$ cat config.mk
export PLATFORM = sky130hd
export DESIGN_NAME = scan_config_loader
export DESIGN_NICKNAME = d
export VERILOG_FILES = /design/src/rtl/fabric_cfg_pkg.sv /design/src/rtl/scan_word_packer.sv /design/src/rtl/scan_config_loader.sv
export SDC_FILE = /design/constraint.sdc
export NUM_CORES = 1
export LEC_CHECK = 0
export CORE_ASPECT_RATIO = 1.75
export CORE_MARGIN = 8
export CORE_UTILIZATION = 56
export DETAILED_ROUTE_END_ITERATION = 10
export HOLD_SLACK_MARGIN = 0.02
export PLACE_DENSITY = 0.79
export SYNTH_ARGS = -nofsm -noshare
export SYNTH_HDL_FRONTEND = slang
export SYNTH_HIERARCHICAL = 1
export SYNTH_SLANG_ARGS = --single-unit
$ cat constraint.sdc
create_clock -name clk -period 2.5 [get_ports clk]
set_clock_uncertainty 0.2 [all_clocks]
set_input_delay 0.25 -clock clk [delete_from_list [all_inputs] [get_ports clk]]
set_output_delay 0.25 -clock clk [all_outputs]
set_load 0.03 [all_outputs]
$ cat src/rtl/fabric_cfg_pkg.sv
// Shared types and constants for the fabric configuration scan loader.
package fabric_cfg_pkg;

    typedef enum logic [1:0] {
        IDLE = 2'd0,
        LOAD = 2'd1,
        DONE = 2'd2
    } load_state_e;

    // Scan bits in one tile's chain and the default bitstream word width
    localparam int unsigned TILE_CHAIN_LENGTH = 64;
    localparam int unsigned TILE_WORD_WIDTH   = 8;

    // Bitstream words needed to cover a chain, last word possibly partial
    function automatic int unsigned num_words(input int unsigned chain_len,
                                              input int unsigned word_w);
        return (chain_len + word_w - 1) / word_w;
    endfunction

endpackage

$ cat src/rtl/scan_word_packer.sv
// LSB-first deserialiser that packs chain tail bits into readback words.
module scan_word_packer #(
    parameter int unsigned WORD_WIDTH = 8
) (
    input  logic                  clk_i,
    input  logic                  reset_i,
    input  logic                  en_i,
    input  logic                  bit_i,
    input  logic                  flush_i,
    output logic [WORD_WIDTH-1:0] rb_data_o,
    output logic                  rb_valid_o
);

    localparam int unsigned IDX_W = $clog2(WORD_WIDTH + 1);

    logic [WORD_WIDTH-1:0] acc_q, acc_d;
    logic [IDX_W-1:0]      idx_q, idx_d;
    logic [WORD_WIDTH-1:0] rb_data_q, rb_data_d;
    logic                  rb_valid_q, rb_valid_d;

    // A full word or a flush emits the accumulator; unfilled bits stay zero
    always_comb begin
        acc_d      = acc_q;
        idx_d      = idx_q;
        rb_data_d  = rb_data_q;
        rb_valid_d = 1'b0;
        if (en_i) begin
            for (int i = 0; i < int'(WORD_WIDTH); i++) begin
                if (idx_q == IDX_W'(i)) begin
                    acc_d[i] = bit_i;
                end
            end
            idx_d = idx_q + IDX_W'(1);
        end
        if ((en_i && (idx_q == IDX_W'(WORD_WIDTH - 1))) || flush_i) begin
            rb_data_d  = acc_d;
            rb_valid_d = 1'b1;
            acc_d      = '0;
            idx_d      = '0;
        end
    end

    always_ff @(posedge clk_i) begin
        if (reset_i) begin
            acc_q      <= '0;
            idx_q      <= '0;
            rb_data_q  <= '0;
            rb_valid_q <= 1'b0;
        end else begin
            acc_q      <= acc_d;
            idx_q      <= idx_d;
            rb_data_q  <= rb_data_d;
            rb_valid_q <= rb_valid_d;
        end
    end

    assign rb_data_o  = rb_data_q;
    assign rb_valid_o = rb_valid_q;

endmodule

$ cat src/rtl/scan_config_loader.sv
// Serialises bitstream words onto the fabric scan chain and packs the
// displaced chain contents into readback words.
module scan_config_loader
    import fabric_cfg_pkg::*;
#(
    parameter int unsigned CHAIN_LENGTH = TILE_CHAIN_LENGTH,
    parameter int unsigned WORD_WIDTH   = TILE_WORD_WIDTH
) (
    input  logic                  clk,
    input  logic                  reset,
    input  logic                  start,
    input  logic [WORD_WIDTH-1:0] in_data,
    input  logic                  in_valid,
    output logic                  in_ready,
    output logic                  scan_out,
    output logic                  scan_en,
    input  logic                  chain_tail,
    output logic [WORD_WIDTH-1:0] rb_data,
    output logic                  rb_valid,
    output logic                  busy,
    output logic                  done
);

    localparam int unsigned NUM_WORDS = num_words(CHAIN_LENGTH, WORD_WIDTH);
    localparam int unsigned BL_W      = $clog2(CHAIN_LENGTH + 1);
    localparam int unsigned WL_W      = $clog2(NUM_WORDS + 1);
    localparam int unsigned IDX_W     = $clog2(WORD_WIDTH + 1);

    load_state_e           state_q, state_d;
    logic [WORD_WIDTH-1:0] buf_q, buf_d;
    logic                  buf_full_q, buf_full_d;
    logic [IDX_W-1:0]      bit_idx_q, bit_idx_d;
    logic [BL_W-1:0]       bits_left_q, bits_left_d;
    logic [WL_W-1:0]       words_left_q, words_left_d;
    logic                  scan_out_q, scan_out_d;
    logic                  scan_en_q, scan_en_d;
    logic                  last_shift_q, last_shift_d;
    logic                  final_rb_q, final_rb_d;
    logic                  busy_q, busy_d;
    logic                  done_q, done_d;

    logic                  buf_bit_c;
    logic                  shift_c;
    logic                  buf_drain_c;
    logic                  in_ready_c;
    logic                  flush_c;

    always_comb begin
        buf_bit_c = 1'b0;
        for (int i = 0; i < int'(WORD_WIDTH); i++) begin
            if (bit_idx_q == IDX_W'(i)) begin
                buf_bit_c = buf_q[i];
            end
        end
    end

    // Next state, buffer handoff and shift issue
    always_comb begin
        state_d      = state_q;
        buf_d        = buf_q;
        buf_full_d   = buf_full_q;
        bit_idx_d    = bit_idx_q;
        bits_left_d  = bits_left_q;
        words_left_d = words_left_q;
        scan_out_d   = scan_out_q;
        scan_en_d    = 1'b0;
        last_shift_d = 1'b0;
        final_rb_d   = 1'b0;
        shift_c      = 1'b0;
        buf_drain_c  = 1'b0;
        in_ready_c   = 1'b0;

        case (state_q)
            IDLE, DONE: begin
                if (start) begin
                    state_d      = LOAD;
                    bits_left_d  = BL_W'(CHAIN_LENGTH);
                    words_left_d = WL_W'(NUM_WORDS);
                    buf_full_d   = 1'b0;
                    bit_idx_d    = '0;
                end
            end
            LOAD: begin
                shift_c = buf_full_q && (bits_left_q != '0);
                if (shift_c) begin
                    scan_out_d   = buf_bit_c;
                    scan_en_d    = 1'b1;
                    bits_left_d  = bits_left_q - BL_W'(1);
                    bit_idx_d    = bit_idx_q + IDX_W'(1);
                    last_shift_d = (bits_left_q == BL_W'(1));
                    // Word exhausted, or chain full mid-word: drop the rest
                    if ((bit_idx_q == IDX_W'(WORD_WIDTH - 1)) || (bits_left_q == BL_W'(1))) begin
                        buf_drain_c = 1'b1;
                        buf_full_d  = 1'b0;
                        bit_idx_d   = '0;
                    end
                end
                in_ready_c = (words_left_q != '0) && (!buf_full_q || buf_drain_c);
                if (in_ready_c && in_valid) begin
                    buf_d        = in_data;
                    buf_full_d   = 1'b1;
                    bit_idx_d    = '0;
                    words_left_d = words_left_q - WL_W'(1);
                end
                final_rb_d = scan_en_q && last_shift_q;
                if (final_rb_q) begin
                    state_d = DONE;
                end
            end
            default: begin
                state_d = IDLE;
            end
        endcase

        busy_d = (state_d == LOAD);
        done_d = (state_d == DONE);
    end

    always_ff @(posedge clk) begin
        if (reset) begin
            state_q      <= IDLE;
            buf_q        <= '0;
            buf_full_q   <= 1'b0;
            bit_idx_q    <= '0;
            bits_left_q  <= '0;
            words_left_q <= '0;
            scan_out_q   <= 1'b0;
            scan_en_q    <= 1'b0;
            last_shift_q <= 1'b0;
            final_rb_q   <= 1'b0;
            busy_q       <= 1'b0;
            done_q       <= 1'b0;
        end else begin
            state_q      <= state_d;
            buf_q        <= buf_d;
            buf_full_q   <= buf_full_d;
            bit_idx_q    <= bit_idx_d;
            bits_left_q  <= bits_left_d;
            words_left_q <= words_left_d;
            scan_out_q   <= scan_out_d;
            scan_en_q    <= scan_en_d;
            last_shift_q <= last_shift_d;
            final_rb_q   <= final_rb_d;
            busy_q       <= busy_d;
            done_q       <= done_d;
        end
    end

    // The final shift's tail bit closes the last, possibly partial, word
    assign flush_c = scan_en_q && last_shift_q;

    scan_word_packer #(
        .WORD_WIDTH(WORD_WIDTH)
    ) u_packer (
        .clk_i     (clk),
        .reset_i   (reset),
        .en_i      (scan_en_q),
        .bit_i     (chain_tail),
        .flush_i   (flush_c),
        .rb_data_o (rb_data),
        .rb_valid_o(rb_valid)
    );

    assign in_ready = in_ready_c;
    assign scan_out = scan_out_q;
    assign scan_en  = scan_en_q;
    assign busy     = busy_q;
    assign done     = done_q;

endmodule

==> impl_results.md, run 1 <==
- Number of enable flip-flop cells after synthesis: 0
- Wire length on met2: 3100 um
- Syn_nets: 300
- F_max: 447 MHz
- Status: finished, final reports clean
- Vias in the first global route: 2039
- DR WL/cell: 16.2 um
- CTS tree: built
- Final GP Congestion: 0.864
- Max Root-Sink Buffers: 2
- Antenna violations before repair: 0
- Die ar.: 0.00738 mm2
- Slew @ Worst Pin: 587 ps
- Share of cells above drive strength 1: 0.117
- Diode count: 0
- Crit share post-route: 0.896
- IO Port Bufs: 26
- Die H: 108 um
- Worst skew pair latency: 300 ps
- # DRC: 0
- CTS root buffer: clkbuf_8
- Seq cells post-synth: 53
- Asr flop ratio synth: 0
- DR pass1 iterations: 4
- Final hold violations: 0
- Row count: 33
- DR WL met3: 261 um
- Critical path data required time: 2050 ps
- Top_reg_cell synth: dfxtp_1
- Remaining global-route overflow: 0
- Initial drt markers: 143
- Sink Count: 53
- Mapped Area: 0.00270 mm2
- Final setup TNS: 0 ps
- Largest area contributor in the netlist: dfxtp_1
- Element type at the critical path end: primary output
- Final cell count without fillers: 350
- Crit-path max FO: 6
- Worst Path Arrival: 1790 ps
- Core area: 0.00467 mm2
- Max_slew headroom: 0.609
- GR Util All Layers: 0.154
- Avg Inst Size Synth: 9.84 um2
- Post-DP HPWL: 4210 um
- Area contributors post-synth: dfxtp_1 (39%), mux2i_1 (7.4%), ha_1 (6.0%)
- Chip Width: 68.4 um
- Hold Slack: 272 ps
- Cell breakdown of the critical path: ha_1 -> and3b_1 -> a311oi_4 -> nor3_1 -> clkbuf_2
- Clock-pin transition on the worst setup and hold timing paths: 100 ps
- Vias/cell: 6.12
- Placed Cells: 342
- Overall Power: 1.57 mW
- Io pins: 27
- TritonCTS buffer count: 5
- CP startpoint kind: flip-flop
- Slowest stage cell, crit path: dfxtp_1
- First-pass GRT wire length: 9060 um
- H-tree levels: 2
- Leak: 1.09 nW
- Routed WL: 5660 um
- Number of nets in the final layout: 323
- Area grow syn2layout: 13.5%
- Synthesis Warnings: 6
- Pwr dens: 513 mW/mm2
- Setup violators final: 0
- Routed met1 length: 2170 um
- Seq/Total Area, Yosys: 0.394
- CP peak stage delay: 360 ps
- WS Path Type: reg2out
- Distinct cell type count after synthesis: 56
- Worst VDD drop: 0.542 mV
- Fin util: 0.656
- Starting Density: 0.578
- Hold Crit Class: reg2reg
- Post-DRT Antenna Nets: 0
- Vias: 2141
- Share of the synthesized area in the top cell type: 0.394
- RSZ-0062 raised after global routing: false
- Tmin final: 2240 ps
- Cells after synthesis: 274
- Largest net degree at the start of global routing: 24
- Top Layer Used: met4
- Slew Limit Fails: 0
- Max cap viols: 0
state kept, by name, summed over array words and instances (netlist names):
signal               cells
buf_full_q               1
u_packer/rb_data_o       8
buf_q                    8
u_packer/idx_q           4
scan_en                  1
scan_out                 1
bit_idx_q                4
bits_left_q              7
final_rb_q               1
done                     1
busy                     1
words_left_q             4
u_packer/rb_valid_o      1
u_packer/acc_q           8
state_q                  2
last_shift_q             1
Yosys cell counts, types with 5 or more instances:
cell type / count
nand2b_1: 20
ha_1: 13
clkbuf_1: 7
nand4_1: 6
a21oi_1: 11
nor2_1: 19
o31ai_1: 5
a31oi_1: 6
o2bb2ai_1: 7
nor3_1: 6
inv_1: 14
dfxtp_1: 53
mux2i_1: 20
buf_2: 5
nand2_1: 5
metal layers:
metal	vias to the layer above	GRT usage
li1	1051	-
met1	1031	0.158
met2	48	0.288
met3	11	0.0282
met4	0	0.0574
met5	-	0
worst max-delay path: cells and delay by family, from the launching register on:
family	cells	cell delay (ps)
AO/OA/AOI/OAI	1	320
AND/OR/NAND/NOR	2	340
adder cells (fa/ha/maj)	1	260
flip-flops	1	360
buffers and inverters	1	200
per-stage QoR:
step / setup WS (ps) / cell area, um2
floorplan: 413 / 2700
global placement: 187 / 2970
detailed placement: 134 / 2970
CTS: 12.8 / 3060
global route: 146 / 3060
finish: 261 / 3060
layout make-up:
cell class | instances | area (um2)
Fill cell | 397 | 1610
Clock inverter | 3 | 22.5
Tap cell | 52 | 65.1
Sequential cell | 53 | 1060
Inverter | 14 | 52.6
Timing Repair Buffer | 32 | 300
Clock buffer | 5 | 68.8
Multi-Input combinational cell | 191 | 1490
report_power, final:
part           internal (mW)  switching, mW  total (mW)
clock network          0.197          0.280       0.477
registers              0.863         0.0206       0.883
logic                 0.0896          0.119       0.209
path summary, 6_finish.rpt:
path                            slack (ps)                     to  depth (start not counted)                   from
worst min-delay path                   270  u_packer/rb_data_o[6]                          1  u_packer/rb_data_o[6]
worst max register to register         370               buf_q[7]                          6           bit_idx_q[1]
worst min register to register         270  u_packer/rb_data_o[6]                          1  u_packer/rb_data_o[6]
worst max-delay path                   260               in_ready                          5           bit_idx_q[0]
repair_timing:
action                                  4_1_cts  5_1_grt
endpoints found under the setup margin        1        1
hold buffers                                  0        0
buffers inserted                              0        0
resized for setup                             1        3
pin swaps                                     0        1
placed cells by master (no fill, tap or decap), drive strengths merged, types with 3 or more instances in the layout:
| cell | synthesis | final |
|---|---|---|
| o21ai | 3 | 3 |
| o2111ai | 4 | 4 |
| buf | 9 | 6 |
| nor2b | 4 | 4 |
| nand4b | 3 | 3 |
| or3 | 3 | 3 |
| clkbuf | 7 | 6 |
| nor3 | 10 | 10 |
| nand2b | 20 | 20 |
| mux2i | 20 | 20 |
| and4bb | 4 | 4 |
| inv | 14 | 14 |
| nand3b | 3 | 3 |
| a21oi | 11 | 11 |
| nor2 | 20 | 20 |
| ha | 13 | 13 |
| clkinvlp | 0 | 3 |
| nand3 | 4 | 4 |
| nand2 | 5 | 5 |
| o2bb2ai | 7 | 7 |
| mux2 | 3 | 3 |
| clkdlybuf4s50 | 0 | 25 |
| nand4 | 6 | 6 |
| o31ai | 5 | 5 |
| a31oi | 6 | 6 |
| or4 | 4 | 4 |
| dfxtp | 53 | 53 |
| and4 | 3 | 3 |
cell families after synthesis:
| group | share of synthesized area |
|---|---|
| adder cells (fa/ha/maj) | 0.0604 |
| buffers and inverters | 0.0539 |
| multiplexers | 0.0882 |
| XOR/XNOR | 0.00975 |
| AO/OA/AOI/OAI | 0.151 |
| flip-flops | 0.394 |
| AND/OR/NAND/NOR | 0.243 |
Power figures use the tool's default switching activity.
==> run 2, diff against run 1 <==
PLACE_DENSITY = 0.88   (was 0.79)
==> impl_results.md, run 2 (synthesized netlist as in run 1, its figures left out) <==
- Status: finished, final reports clean
- Slew @ Worst Pin: 610 ps
- DR WL/cell: 16.1 um
- Hold Crit Class: reg2reg
- DR pass1 iterations: 4
- Commonest non-fill, non-tap cell in the layout: dfxtp_1
- Tmin final: 2250 ps
- CP bufs+invs: 1
- CTS root buffer: clkbuf_8
- Io pins: 27
- Most frequent cells in the layout: dfxtp_1 (53), clkdlybuf4s50_1 (25), nand2b_1 (20), mux2i_1 (20), nor2_1 (19)
- Crit-path max FO: 6
- CP startpoint kind: flip-flop
- First-pass GRT wire length: 9650 um
- WS Path Type: reg2out
- Setup violators final: 0
- Largest net degree at the start of global routing: 30
- Cell breakdown of the critical path: ha_1 -> and3b_1 -> a311oi_4 -> nor3_1 -> clkbuf_2
- Clock-pin transition on the worst setup and hold timing paths: 100 ps
- Crit path max-delay family: flip-flops
- CTS tree: built
- Crit share post-route: 0.902
- Share of cells above drive strength 1: 0.117
- Placed Cells: 342
- Max cap viols: 0
- Final GP Congestion: 0.880
- Worst Hold Depth: 1
- Post-CTS Hold Buffers: 0
- Max_slew headroom: 0.591
- Chip Width: 68.4 um
- Final setup TNS: 0 ps
- Fin util: 0.655
- Core area: 0.00467 mm2
- Worst VDD drop: 0.593 mV
- Final hold violations: 0
- Worst skew pair latency: 310 ps
- Vias in the first global route: 2180
- Vias: 2124
- Worst r2r path cells: 6
- Slew Limit Fails: 0
- F_max: 444 MHz
- Slowest stage cell, crit path: dfxtp_1
- Remaining global-route overflow: 0
- Row count: 33
- Diode count: 0
- Reg2Reg Setup Slack: 380 ps
- Die ar.: 0.00738 mm2
- Initial drt markers: 116
- GR Util All Layers: 0.165
- Hold_sp: u_packer/acc_q[7]
- Sink Count: 53
- RR Endpoint: buf_q[7]
- Hold Slack: 272 ps
- Critical path data required time: 2050 ps
- Overall Power: 1.58 mW
- Vias/cell: 6.07
- Post-DRT Antenna Nets: 0
- FF-to-FF Start: bit_idx_q[1]
- CP Launch Point: bit_idx_q[0]
- Die H: 108 um
- CP peak stage delay: 360 ps
- Pwr dens: 516 mW/mm2
- Hold path endpoint: u_packer/acc_q[7]
- TritonCTS buffer count: 5
- H-tree levels: 2
- Area grow syn2layout: 13.5%
- Final cell count without fillers: 350
- Antenna violations before repair: 0
- Max Root-Sink Buffers: 2
- Worst Path Arrival: 1800 ps
- IO Port Bufs: 26
- CP Depth: 5
- Post-DP HPWL: 4220 um
- Leak: 1.10 nW
- RSZ-0062 raised after global routing: false
- Element type at the critical path end: primary output
- Number of nets in the final layout: 323
- # DRC: 0
- Starting Density: 0.578
- Routed WL: 5640 um
[run 2: cell count changes in the layout (fill, tap and decap cells not counted), sizes merged]
cell and change:
clkinvlp -2, clkinv +1, inv +1
[run 2: metal layers]
layer  track usage  up-vias  share of wire
met5             0        -              0
met2         0.293       49           0.54
met1         0.173     1011           0.39
li1              -     1050              -
met3        0.0323       14          0.044
met4        0.0825        0          0.025
[run 2: power by group]
part	switching, mW	internal [mW]	leakage [nW]	total (mW)
Sequential	0.0210	0.863	0.429	0.884
Combinational	0.118	0.0891	0.629	0.207
Clock	0.287	0.199	0.0445	0.486
Total	0.426	1.15	1.10	1.58
[run 2: worst reg2reg max path, cell delays in order (launching register included)]
cell and delay, ps:
dfxtp_1 410, ha_1 240, and3b_1 260, a311oi_4 80
nor3_2 390, buf_4 270, mux2i_1 200
[run 2: layout make-up]
cell class	count	area, um2
clock buffers	5	68.8
clock inverters	3	21.3
fillers	378	1610
inverters	14	52.6
multi-input cells	191	1490
flip-flops and latches	53	1060
well taps	52	65.1
repair buffers	32	300
[run 2: worst max path at each step]
stage	end	slack [ps]
after floorplan	in_ready	410
after global placement	in_ready	170
after detailed placement	in_ready	130
after CTS	in_ready	10
after global routing	in_ready	130
final	in_ready	250
[run 2: what timing repair did]
| action | in CTS | in global routing |
|---|---|---|
| setup endpoints to repair | 1 | 1 |
| endpoints found under the hold margin | 0 | 0 |
| setup buffers | 0 | 0 |
| pin swaps | 0 | 1 |
| gates resized for setup | 1 | 3 |
[run 2: through the flow]
stage / cell area [um2] / worst slack, ps
global placement: 2970 / 174
finish: 3060 / 246
floorplan: 2700 / 413
CTS: 3060 / 12.2
detailed placement: 2970 / 126
global route: 3060 / 128
